===== src/rtl/ara_pkg.sv =====
// Shared vector-unit definitions used across the lane datapath.
package ara_pkg;

  localparam int unsigned NrVInsn = 8;
  localparam int unsigned ELEN    = 64;

  typedef logic [$clog2(NrVInsn)-1:0] vid_t;
  typedef logic [ELEN-1:0]            elen_t;

endpackage


===== src/rtl/vfu_result_wb_arbiter.sv =====
// Per-lane result write-back: round-robin ALU/MFPU arbitration into a one-entry
// output register that feeds the lane VRF write port.
module vfu_result_wb_arbiter
  import ara_pkg::*;
#(
  parameter int unsigned NrLanes   = 0,
  parameter type         vaddr_t   = logic,
  localparam int unsigned DataWidth = $bits(elen_t),
  localparam type        strb_t    = logic [DataWidth/8-1:0]
) (
  input  logic               clk_i,
  input  logic               rst_ni,
  input  logic               alu_result_req_i,
  input  vid_t               alu_result_id_i,
  input  vaddr_t             alu_result_addr_i,
  input  elen_t              alu_result_wdata_i,
  input  strb_t              alu_result_be_i,
  output logic               alu_result_gnt_o,
  input  logic               mfpu_result_req_i,
  input  vid_t               mfpu_result_id_i,
  input  vaddr_t             mfpu_result_addr_i,
  input  elen_t              mfpu_result_wdata_i,
  input  strb_t              mfpu_result_be_i,
  output logic               mfpu_result_gnt_o,
  output logic               vrf_wr_req_o,
  output vid_t               vrf_wr_id_o,
  output vaddr_t             vrf_wr_addr_o,
  output elen_t              vrf_wr_wdata_o,
  output strb_t              vrf_wr_be_o,
  input  logic               vrf_wr_gnt_i,
  output logic [NrVInsn-1:0] wb_pending_o
);

  if (NrLanes > 1024) begin : gen_nr_lanes_check
    $error("NrLanes out of range");
  end

  logic   valid_q;
  logic   rr_q;
  vid_t   id_q;
  vaddr_t addr_q;
  elen_t  wdata_q;
  strb_t  be_q;

  logic load;
  logic pick_alu, pick_mfpu;
  logic any_gnt;

  // The register may refill on the same edge that the VRF drains it.
  assign load = !valid_q || vrf_wr_gnt_i;

  // rr_q == 1 hands a contested cycle to the MFPU.
  assign pick_alu  = alu_result_req_i && (!mfpu_result_req_i || !rr_q);
  assign pick_mfpu = mfpu_result_req_i && (!alu_result_req_i || rr_q);

  assign alu_result_gnt_o  = rst_ni && load && pick_alu;
  assign mfpu_result_gnt_o = rst_ni && load && pick_mfpu;
  assign any_gnt           = alu_result_gnt_o || mfpu_result_gnt_o;

  always_ff @(posedge clk_i) begin
    if (!rst_ni) begin
      valid_q <= 1'b0;
      rr_q    <= 1'b0;
      id_q    <= '0;
      addr_q  <= '0;
      wdata_q <= '0;
      be_q    <= '0;
    end else if (load) begin
      valid_q <= any_gnt;
      if (alu_result_gnt_o) begin
        id_q    <= alu_result_id_i;
        addr_q  <= alu_result_addr_i;
        wdata_q <= alu_result_wdata_i;
        be_q    <= alu_result_be_i;
      end else if (mfpu_result_gnt_o) begin
        id_q    <= mfpu_result_id_i;
        addr_q  <= mfpu_result_addr_i;
        wdata_q <= mfpu_result_wdata_i;
        be_q    <= mfpu_result_be_i;
      end
      if (any_gnt) begin
        rr_q <= alu_result_gnt_o;
      end
    end
  end

  assign vrf_wr_req_o   = valid_q;
  assign vrf_wr_id_o    = id_q;
  assign vrf_wr_addr_o  = addr_q;
  assign vrf_wr_wdata_o = wdata_q;
  assign vrf_wr_be_o    = be_q;

  always_comb begin
    wb_pending_o = '0;
    if (valid_q) begin
      wb_pending_o[id_q] = 1'b1;
    end
  end

endmodule


===== config.mk =====
export PLATFORM = sky130hd
export DESIGN_NAME = vfu_result_wb_arbiter
export DESIGN_NICKNAME = d
export VERILOG_FILES = /design/src/rtl/ara_pkg.sv /design/src/rtl/vfu_result_wb_arbiter.sv
export SDC_FILE = /design/constraint.sdc
export NUM_CORES = 1
export LEC_CHECK = 0
export BUFFER_PORTS_ARGS = -buffer_cell sky130_fd_sc_hd__buf_2
export CAP_MARGIN = 5
export CORE_UTILIZATION = 45
export DETAILED_ROUTE_END_ITERATION = 16
export GPL_TIMING_DRIVEN = 0
export PLACE_DENSITY = 0.87
export SKIP_LAST_GASP = 1
export SYNTH_ARGS = -nofsm -noshare
export SYNTH_HDL_FRONTEND = slang
export SYNTH_SLANG_ARGS = --single-unit

===== constraint.sdc =====
create_clock -name clk_i -period 1.75 [get_ports clk_i]
set_clock_uncertainty 0.05 [all_clocks]
set_input_delay 0 -clock clk_i [delete_from_list [all_inputs] [get_ports clk_i]]
set_output_delay 0 -clock clk_i [all_outputs]
set_load 0.02 [all_outputs]

==> flow_summary_export.csv <==
group,metric,value,unit
status,status,"finished with violations",
status,failed_checks,"setup timing",
worst_setup_path,cpMaxStageDelayCell,"a311oi_2",
worst_setup_path,cp-end-kind,"register",
placement,dp_hpwl,13500,um
clocking,cts_buffer_depth,2,
worst_setup_path,worstSetupPathType,"register to register",
sta,slew_headroom,49.3,%
global_route,grt_max_degree,12,
sta,layout_min_cycle_time,1980,ps
clocking,numCtsBuffers,9,
synth,synth_compound_area_share,43.9,%
die,core_area,9820,um2
synth,synth_xor_area_share,0,%
die,start_util,46.5,%
finish,area_growth,74.4,%
synth,ys_warn_count,0,
global_route,overflow,0,
placement,io_buffers,243,
synth,syn-num-nets,662,
pwr,cellLeakagePower,3.25,nW
synth,synth_fa_ha_area_share,0,%
routing,ant_nets,0,
sta,finalCritPeriodShare,113,%
sta,slew_violations,0,
die,ios,244,
worst_setup_path,cp_max_fo,10,
worst_setup_path,critPathLaunchType,"register",
routing,num_vias,7422,
worst_hold_path,hold_class,"input port to register",
synth,synth.cell_area,4570,um2
synth,netlist_instances,505,
synth,synthSimpleGateAreaFrac,12.5,%
global_route,grt_usage,49.2,%
synth,syn_area_per_cell,9.04,um2
finish,mostFrequentLayoutCells,"buf_2, dlygate4sd3_1, nand4_1, dfxtp_1, a31oi_1",
die,die_width,103,um
synth,synthMuxAreaShare,0,%
die,die_y,103,um
finish,final_nets,1073,
placement,dpl-instance-area,5950,um2
finish,fin_area,7960,um2
clocking,clkTransAtPathRegs,90,ps
routing,post-route-drc-count,0,
clocking,clock-sinks,78,
synth,synth_top_family_by_area,"compound AO/OA/AOI/OAI gates",
worst_setup_path,crit_chain,"a21boi_4, buf_4, buf_2, nand4_1, a311oi_2",
pwr,power.total,0.00540,W
clocking,clockRootBuffer,"clkbuf_8",
routing,vias_per_cell,7.03,
finish,mostFrequentLayoutCell,"buf_2",
synth,yosysSeqAreaShare,34.2,%
sta,setup_slack,-228,ps
sta,rsz0062_at_grt,"yes",
sta,clock.fmax,506,MHz
sta,tightest_slew,761,ps
worst_setup_path,r2r_cells,5,
routing,wl_per_cell,25.1,um
routing,drt_iter0_drc,844,
global_route,antenna_found_initial,4,
clocking,cts_tree,"yes",
routing,drt_wl_total,26500,um
worst_setup_path,crit_required,1950,ps
flow_run,max-cap-violations,0,
finish,final_layout_size_suffix_gt1_share,40.9,%
synth,synthDistinctLibCells,25,
sta,final_hold_viol_count,0,
pwr,p_per_area,678,nW/um2
pwr,ir_worst_vdd,0.450,mV
clocking,htreeDepth,3,
placement,dp.cells,881,
worst_setup_path,max_stage_delay,420,ps
synth,ys_seq_elements,78,
die,num_rows,36,
placement,gp_congestion,0.904,
placement,dp_worst_setup_slack,-261,ps
global_route,grt_pass1_wl,39200,um
routing,first_pass_iters,7,
clocking,clk_latency,350,ps
die,die_area,10600,um2
finish,fin_cells,1056,
worst_hold_path,holdPathStages,5,
sta,setup_violations,9,
worst_setup_path,worstPathArrival,2180,ps
global_route,grt_pass1_vias,7367,
## final cells by class
type                    instances  area, um2
repair buffers                402       2800
multi-input cells             330       2720
fillers                       557       1860
flip-flops and latches         78       1570
plain buffers                  92        504
clock buffers                  15        186
well taps                     133        166
inverters                       3       11.3
diodes                          3       7.51
## registers in the layout, indices dropped and copies added, names as in the netlist
register,count
vrf_wr_be_o,8
vrf_wr_wdata_o,64
rr_q,1
vrf_wr_id_o,3
vrf_wr_addr_o,1
vrf_wr_req_o,1
## per-stage QoR
stage | hold slack [ps] | util, % | TNS (ps)
floorplan | 95.1 | - | 0
global placement | 229 | 60.6 | -8660
detailed placement | 239 | 60.6 | -12400
CTS | 251 | 79.0 | -41.4
global route | 256 | 81.0 | -1470
finish | 248 | 81.1 | -512
## worst max-delay path: cells and delay by family (launching register included)
kind / cells / cell delay [ps]
AOI/OAI and AO/OA: 2 / 620
buffers and inverters: 2 / 490
and+or+nand+nor: 1 / 360
DFF: 1 / 360
## what timing repair did
action                     in CTS  in global routing
setup buffers                   2                  3
setup endpoints to repair      76                 79
hold buffers                  154                  0
pin swaps                       0                  6
hold endpoints to repair       77                  0
resized for setup              26                 78
## cells by family (layout without fill, tap and decap cells)
| kind of cell | Yosys count | after routing |
|---|---|---|
| flops | 78 | 78 |
| compound gates | 234 | 234 |
| simple gates | 96 | 96 |
| other cells | 0 | 3 |
| buf+inv | 97 | 512 |
## per-layer routing
layer  track usage (%)  part of all wire (%)  vias up
met5              4.81                     0        -
li1                  -                     -     2974
met1              51.4                    33     3364
met4              37.3                   9.1        0
met3              25.8                    14      257
met2              74.6                    44      827
## cells in the mapped netlist
library cell | n | area share [%]
buf_6 | 5 | 1.2
a311oi_1 | 36 | 6.9
buf_4 | 4 | 0.66
o211ai_1 | 1 | 0.16
a31oi_1 | 77 | 11
clkbuf_1 | 70 | 5.8
dfxtp_1 | 78 | 34
and3_1 | 1 | 0.14
a21boi_1 | 1 | 0.16
nor3_1 | 2 | 0.22
o21ai_0 | 1 | 0.11
nor2b_1 | 1 | 0.14
o21ai_1 | 1 | 0.11
nand2b_1 | 4 | 0.55
buf_2 | 12 | 1.3
inv_2 | 1 | 0.082
a311oi_2 | 40 | 13
a21bo_1 | 1 | 0.22
inv_1 | 2 | 0.16
o31ai_1 | 76 | 12
nand4_1 | 76 | 10
nand2_1 | 3 | 0.25
nor2_1 | 8 | 0.66
buf_1 | 3 | 0.25
or2_1 | 1 | 0.14
## worst paths after layout
kind / startpoint / to / slack [ps]
hold / removal: mfpu_result_req_i / vrf_wr_wdata_o[40] / 250
setup / recovery: rr_q / vrf_wr_wdata_o[22] / -230
hold reg to reg: rr_q / rr_q / 500
setup reg to reg: rr_q / vrf_wr_wdata_o[22] / -230
## power breakdown
group | leakage, nW | switching, W | internal (W)
clock | 0.0958 | 0.000716 | 0.000668
sequential | 0.646 | 0.000114 | 0.00193
combinational | 2.51 | 0.00115 | 0.000830
(Power assumes the default switching activity.)
